### src/rtl/sw_pkg.sv
// Shared constants and signed saturating helpers for the Smith-Waterman PE.
// Helpers work on 32-bit signed values and clamp to a runtime score width.
package sw_pkg;

   localparam int SYM_W_DNA  = 2;
   localparam int SYM_W_PROT = 5;

   function automatic logic signed [31:0] score_max(input int w);
      return (32'sd1 <<< (w - 1)) - 32'sd1;
   endfunction

   function automatic logic signed [31:0] score_min(input int w);
      return -(32'sd1 <<< (w - 1));
   endfunction

   // Sum is formed one bit wider so it can never wrap before clamping.
   function automatic logic signed [31:0] sat_add(input logic signed [31:0] a,
                                                  input logic signed [31:0] b,
                                                  input int w);
      logic signed [32:0] sum, hi, lo;
      sum = 33'(a) + 33'(b);
      hi  = 33'(score_max(w));
      lo  = 33'(score_min(w));
      if (sum > hi)      return score_max(w);
      else if (sum < lo) return score_min(w);
      else               return signed'(sum[31:0]);
   endfunction

   function automatic logic signed [31:0] smax(input logic signed [31:0] a,
                                               input logic signed [31:0] b);
      return (a > b) ? a : b;
   endfunction

endpackage

### src/rtl/sw_sat_max3.sv
// Combinational signed 3-input max with optional zero floor (local alignment).
module sw_sat_max3
   import sw_pkg::*;
#(
   parameter int W = 12
) (
   input  logic signed [W-1:0] a,
   input  logic signed [W-1:0] b,
   input  logic signed [W-1:0] c,
   input  logic                floor_en,
   output logic signed [W-1:0] y
);

   logic signed [31:0] m;

   always_comb begin
      m = smax(smax(32'(a), 32'(b)), 32'(c));
      if (floor_en) m = smax(m, 32'sd0);
      y = W'(m);
   end

endmodule

### src/rtl/sw_pe_affine_ext.sv
// Affine-gap Smith-Waterman systolic PE: one query symbol, streaming database,
// valid/stall pipeline, local/global mode and per-row max/column reporting.
module sw_pe_affine_ext
   import sw_pkg::*;
#(
   parameter int SYM_W   = 2,
   parameter int SCORE_W = 12,
   parameter int COL_W   = 16
) (
   input  logic                      clk,
   input  logic                      rst,
   input  logic                      clear,
   input  logic                      stall,
   input  logic                      local_mode,
   input  logic [SYM_W-1:0]          s,
   input  logic signed [SCORE_W-1:0] match,
   input  logic signed [SCORE_W-1:0] mismatch,
   input  logic signed [SCORE_W-1:0] minus_alpha,
   input  logic signed [SCORE_W-1:0] minus_beta,
   input  logic                      in_valid,
   input  logic                      new_line_in,
   input  logic                      last_in,
   input  logic [SYM_W-1:0]          t_in,
   input  logic signed [SCORE_W-1:0] v_in,
   input  logic signed [SCORE_W-1:0] v_alpha_in,
   input  logic signed [SCORE_W-1:0] f_in,
   output logic                      out_valid,
   output logic                      new_line_out,
   output logic                      last_out,
   output logic [SYM_W-1:0]          t_out,
   output logic signed [SCORE_W-1:0] v_out,
   output logic signed [SCORE_W-1:0] v_alpha_out,
   output logic signed [SCORE_W-1:0] f_out,
   output logic signed [SCORE_W-1:0] row_max,
   output logic [COL_W-1:0]          row_col,
   output logic                      row_max_valid
);

   typedef logic signed [SCORE_W-1:0] score_t;

   function automatic score_t sat(input score_t a, input score_t b);
      return SCORE_W'(sat_add(32'(a), 32'(b), SCORE_W));
   endfunction

   function automatic score_t max2(input score_t a, input score_t b);
      return (a > b) ? a : b;
   endfunction

   logic             out_valid_q, out_valid_d, new_line_out_q, new_line_out_d;
   logic             last_out_q, last_out_d, row_max_valid_q, row_max_valid_d;
   logic [SYM_W-1:0] t_out_q, t_out_d;
   score_t           v_out_q, v_out_d, v_alpha_out_q, v_alpha_out_d, f_out_q, f_out_d;
   score_t           v_diag_q, v_diag_d, pre_e_q, pre_e_d, pre_v_alpha_q, pre_v_alpha_d;
   score_t           run_max_q, run_max_d, row_max_q, row_max_d;
   logic [COL_W-1:0] run_col_q, run_col_d, row_col_q, row_col_d, col_cnt_q, col_cnt_d;

   score_t           vd, pe, pva, diag, e_val, f_val, v_val, v_alpha_val, cand_max;
   logic [COL_W-1:0] col, cand_col;

   // First element of a row sees a virtual zero boundary row/column.
   always_comb begin
      vd          = new_line_in ? '0 : v_diag_q;
      pe          = new_line_in ? '0 : pre_e_q;
      pva         = new_line_in ? minus_alpha : pre_v_alpha_q;
      diag        = sat(vd, (s == t_in) ? match : mismatch);
      e_val       = max2(sat(pe, minus_beta), pva);
      f_val       = max2(v_alpha_in, sat(f_in, minus_beta));
      col         = new_line_in ? '0 : col_cnt_q;
      v_alpha_val = sat(v_val, minus_alpha);
      if (new_line_in || (v_val > run_max_q)) begin
         cand_max = v_val;
         cand_col = col;
      end else begin
         cand_max = run_max_q;
         cand_col = run_col_q;
      end
   end

   sw_sat_max3 #(.W(SCORE_W)) u_vmax (
      .a        (diag),
      .b        (e_val),
      .c        (f_val),
      .floor_en (local_mode),
      .y        (v_val)
   );

   always_comb begin
      out_valid_d     = out_valid_q;
      new_line_out_d  = new_line_out_q;
      last_out_d      = last_out_q;
      row_max_valid_d = row_max_valid_q;
      t_out_d         = t_out_q;
      v_out_d         = v_out_q;
      v_alpha_out_d   = v_alpha_out_q;
      f_out_d         = f_out_q;
      v_diag_d        = v_diag_q;
      pre_e_d         = pre_e_q;
      pre_v_alpha_d   = pre_v_alpha_q;
      run_max_d       = run_max_q;
      run_col_d       = run_col_q;
      row_max_d       = row_max_q;
      row_col_d       = row_col_q;
      col_cnt_d       = col_cnt_q;
      if (clear) begin
         out_valid_d     = 1'b0;
         new_line_out_d  = 1'b0;
         last_out_d      = 1'b0;
         row_max_valid_d = 1'b0;
         t_out_d         = '0;
         v_out_d         = '0;
         v_alpha_out_d   = '0;
         f_out_d         = '0;
         v_diag_d        = '0;
         pre_e_d         = '0;
         pre_v_alpha_d   = '0;
         run_max_d       = '0;
         run_col_d       = '0;
         row_max_d       = '0;
         row_col_d       = '0;
         col_cnt_d       = '0;
      end else if (!stall) begin
         if (in_valid) begin
            out_valid_d     = 1'b1;
            new_line_out_d  = new_line_in;
            last_out_d      = last_in;
            t_out_d         = t_in;
            v_out_d         = v_val;
            v_alpha_out_d   = v_alpha_val;
            f_out_d         = f_val;
            v_diag_d        = v_in;
            pre_e_d         = e_val;
            pre_v_alpha_d   = v_alpha_val;
            run_max_d       = cand_max;
            run_col_d       = cand_col;
            col_cnt_d       = col + COL_W'(1);
            row_max_valid_d = last_in;
            if (last_in) begin
               row_max_d = cand_max;
               row_col_d = cand_col;
            end
         end else begin
            // Bubble: flags drop, data and row state are held.
            out_valid_d     = 1'b0;
            new_line_out_d  = 1'b0;
            last_out_d      = 1'b0;
            row_max_valid_d = 1'b0;
         end
      end
   end

   always_ff @(posedge clk or posedge rst) begin
      if (rst) begin
         out_valid_q     <= 1'b0;
         new_line_out_q  <= 1'b0;
         last_out_q      <= 1'b0;
         row_max_valid_q <= 1'b0;
         t_out_q         <= '0;
         v_out_q         <= '0;
         v_alpha_out_q   <= '0;
         f_out_q         <= '0;
         v_diag_q        <= '0;
         pre_e_q         <= '0;
         pre_v_alpha_q   <= '0;
         run_max_q       <= '0;
         run_col_q       <= '0;
         row_max_q       <= '0;
         row_col_q       <= '0;
         col_cnt_q       <= '0;
      end else begin
         out_valid_q     <= out_valid_d;
         new_line_out_q  <= new_line_out_d;
         last_out_q      <= last_out_d;
         row_max_valid_q <= row_max_valid_d;
         t_out_q         <= t_out_d;
         v_out_q         <= v_out_d;
         v_alpha_out_q   <= v_alpha_out_d;
         f_out_q         <= f_out_d;
         v_diag_q        <= v_diag_d;
         pre_e_q         <= pre_e_d;
         pre_v_alpha_q   <= pre_v_alpha_d;
         run_max_q       <= run_max_d;
         run_col_q       <= run_col_d;
         row_max_q       <= row_max_d;
         row_col_q       <= row_col_d;
         col_cnt_q       <= col_cnt_d;
      end
   end

   assign out_valid     = out_valid_q;
   assign new_line_out  = new_line_out_q;
   assign last_out      = last_out_q;
   assign t_out         = t_out_q;
   assign v_out         = v_out_q;
   assign v_alpha_out   = v_alpha_out_q;
   assign f_out         = f_out_q;
   assign row_max       = row_max_q;
   assign row_col       = row_col_q;
   assign row_max_valid = row_max_valid_q;

endmodule

### config.mk
export PLATFORM = sky130hd
export DESIGN_NAME = sw_pe_affine_ext
export DESIGN_NICKNAME = d
export VERILOG_FILES = /design/src/rtl/sw_pkg.sv /design/src/rtl/sw_sat_max3.sv /design/src/rtl/sw_pe_affine_ext.sv
export SDC_FILE = /design/constraint.sdc
export NUM_CORES = 1
export LEC_CHECK = 0
export BUFFER_PORTS_ARGS = -buffer_cell sky130_fd_sc_hd__buf_2
export CAP_MARGIN = 20
export CORE_MARGIN = 8
export CORE_UTILIZATION = 45
export CTS_CLUSTER_SIZE = 40
export DETAILED_ROUTE_END_ITERATION = 7
export GPL_TIMING_DRIVEN = 0
export PLACE_DENSITY_LB_ADDON = 0.1
export SLEW_MARGIN = 25
export SYNTH_ARGS = -nofsm -noshare
export SYNTH_HDL_FRONTEND = slang
export SYNTH_SLANG_ARGS = --single-unit
export TNS_END_PERCENT = 5
### constraint.sdc
create_clock -name clk -period 14 [get_ports clk]
set_input_delay 2.8 -clock clk [delete_from_list [all_inputs] [get_ports clk]]
set_output_delay 2.8 -clock clk [all_outputs]
set_load 0.02 [all_outputs]
==> out/results.ini <==
[status]
outcome = complete, no violations

[synthesis]
ys_ff_latch = 137
async_flop_share = 1.000
synth.top_cells.by_area = dfrtp_1, ha_1, nand2_1
synth_most_common_cell = nand2_1
synth_fp_nets = 1634
syn_inst = 1424
synth-main-ff-cell = dfrtp_1
synth_common_cells = nand2_1, dfrtp_1, nor2_1, a21oi_1, ha_1
synth_edf_count = 0
seq_area_frac_synth = 0.2914
synth.top_cell.area_share = 0.2914
yosys_warnings = 0
avgSynthCellArea_um2 = 8.263
netlist_area_mm2 = 0.01177
yosysTopAreaCell = dfrtp_1
ys_types = 93

[grt]
antenna_found_initial = 0
gr-total-overflow = 0
grt_pass1_vias = 11260
grt_pass1_wl_um = 64880
grt_usage = 0.2651
grt_max_degree = 95

[cts]
cts_htree_levels = 4
clk_latency_ps = 440
cts_root_buf = clkbuf_16
tritoncts = yes
hold_buffers = 0
cts.sinks = 137
cts_buffers = 17
clk_pin_slew_ps = 70
clk_path_buf_depth = 2

[drt]
ant_nets = 0
wl_um = 42350
vias = 11700
wl_per_cell_um = 21.53
post-route-drc-count = 0
vias_per_cell = 5.946
initialDrtViolationCount = 962
dr.pass1.iters = 5

[power]
ir_drop_v = 0.0001737
switchingPower_mw = 1.948
leakage_nw = 6.468
p_comb_frac = 0.741
internal-power_mw = 1.738
sw_frac_of_total = 0.5284
power.density_mw_per_mm2 = 263.7
seq_power_share = 0.132
clkPwrFrac = 0.126

[sta]
tightest_slew_ps = 902.1
hold_viol = 0
skew_ps = 13.35
fin_setup_tns_ps = 0
fmax_mhz = 73.14
setup_ws_ps = 327.3
slew_violations = 0
finalSetupViolations = 0
fin_crit_ps = 13670
min_period_over_period = 0.9766
max-slew-margin-rel = 0.3922

[layout]
post-route-util = 0.5412
drive_above_1_share = 0.2077
fin_nets = 1829
syn2layout_area_growth_pct = 18.83
antenna_cells = 0
fillers = 2519
final_cells = 1967
multi_input_area_mm2 = 0.007965
ff_latch_area_mm2 = 0.003428

[floorplanning]
rows = 59
core_area_mm2 = 0.02584
ios = 166
die_height_um = 177.7
dieArea_mm2 = 0.03158
die_w_um = 177.7
initial_core_util = 0.4554

[setup_path]
critical_path_cell_count = 50
critical_path_buf_inv_count = 12
crit_path_end_kind = flop
worstPathMaxFanout = 11
cp_slowest_stage_delay_ps = 490
cp-start-kind = input pin
cp_slowest_cell = or3_2
cp_common_cell = ha_1
reg2reg_from = pre_e_q[0]
required_ps = 14340
path_delay_family = compound AO/OA/AOI/OAI gates
rrSetupSlack_ps = 3170
worst_ep_arrival_time_ps = 14020
reg2reg_depth = 47
timing.rr.end = run_max_q[1]
worstSetupPathType = in -> reg

[place]
numPortBuffers = 164
dp.cells = 1924
gp_congestion = 0.9472
pre_cts_slack_ps = -3050
hpwl_um = 33550

[hold_path]
min_to = pre_e_q[4]
worstHoldPathType = reg -> reg
hold_depth = 2
min-delay-start = pre_e_q[4]

[job]
max_cap_viol_count = 0

routing by layer:
| layer | GRT usage | vias to the layer above | share of wire |
|---|---|---|---|
| met5 | 0 | - | 0 |
| met1 | 0.3811 | 5611 | 0.47 |
| li1 | - | 5567 | - |
| met2 | 0.4059 | 459 | 0.44 |
| met3 | 0.03872 | 59 | 0.073 |
| met4 | 0.07537 | 0 | 0.023 |
metrics by stage:
stage	hold WS (ps)	area, um^2	total power, mW
after floorplan	471.7	11770	2.233
after global placement	485.7	13010	2.947
after detailed placement	496.9	13050	2.962
after CTS	511.5	13760	3.516
after global routing	532.1	13980	3.930
final	512.4	13980	3.687
sequential cells by signal, summed over array words and instances (netlist names):
signal,cells
pre_e_q,12
new_line_out,1
run_max_q,12
row_col,16
f_out,12
t_out,2
col_cnt_q,16
row_max_valid,1
v_out,12
pre_v_alpha_q,12
out_valid,1
row_max,12
v_diag_q,12
run_col_q,16
final cells by class:
type | instances | share of cell area
buffer | 72 | 0.02828
timing repair buffer | 177 | 0.06729
multi-input combinational | 1153 | 0.5697
tap | 335 | 0.02998
clock buffer | 18 | 0.03141
clock inverter | 14 | 0.01128
inverter | 61 | 0.01691
sequential | 137 | 0.2452
power by group through the flow:
| stage | registers [mW] | logic (mW) | clock network [mW] |
|---|---|---|---|
| after floorplan | 0.532 | 1.70 | 0 |
| after global placement | 0.494 | 2.45 | 0 |
| after detailed placement | 0.494 | 2.47 | 0 |
| after CTS | 0.487 | 2.56 | 0.469 |
| after global routing | 0.493 | 2.95 | 0.487 |
| final | 0.488 | 2.73 | 0.466 |
logic make-up (layout without fill, tap and decap cells):
group / count (synthesis) / in the layout / synth area share
buffers and inverters: 134 / 342 / 0.05125
DFF: 137 / 137 / 0.2914
AOI/OAI and AO/OA: 443 / 443 / 0.2643
adders and majority gates: 116 / 116 / 0.1255
xor gates and xnor gates: 37 / 37 / 0.02754
muxes: 33 / 33 / 0.02988
and+or+nand+nor: 524 / 524 / 0.2102
worst max path at each step:
| stage | from | end | slack (ps) |
|---|---|---|---|
| 2_1_floorplan | new_line_in | pre_v_alpha_q[2] | 500 |
| 3_3_place_gp | new_line_in | pre_v_alpha_q[2] | -3410 |
| 3_5_place_dp | new_line_in | pre_v_alpha_q[2] | -3050 |
| 4_1_cts | new_line_in | run_max_q[1] | 20 |
| 5_1_grt | new_line_in | run_max_q[1] | -7 |
| 6_report | new_line_in | run_max_q[1] | 330 |
tightest hold or removal path, delay by kind of cell (launching register included):
family | cells | cell delay, ps
simple gates | 1 | 80
flops | 1 | 340
compound gates | 1 | 60
layout by cell type (no fill, tap or decap), types with 23 or more instances in the layout:
cell type	count
nor2_1	120
clkbuf_1	39
a211oi_1	23
inv_1	60
buf_2	169
xnor2_1	29
nor3_1	26
o21ai_0	59
a21o_1	27
ha_1	107
a21oi_1	114
o21a_1	23
nand2_1	199
dfrtp_1	137
nor2b_1	50
timing repair:
| item | 4_1_cts | 5_1_grt |
|---|---|---|
| setup buffers | 2 | 10 |
| endpoints found under the setup margin | 68 | 68 |
| pin swaps | 2 | 6 |
| resized for setup | 31 | 43 |
Power figures use the tool's default switching activity.
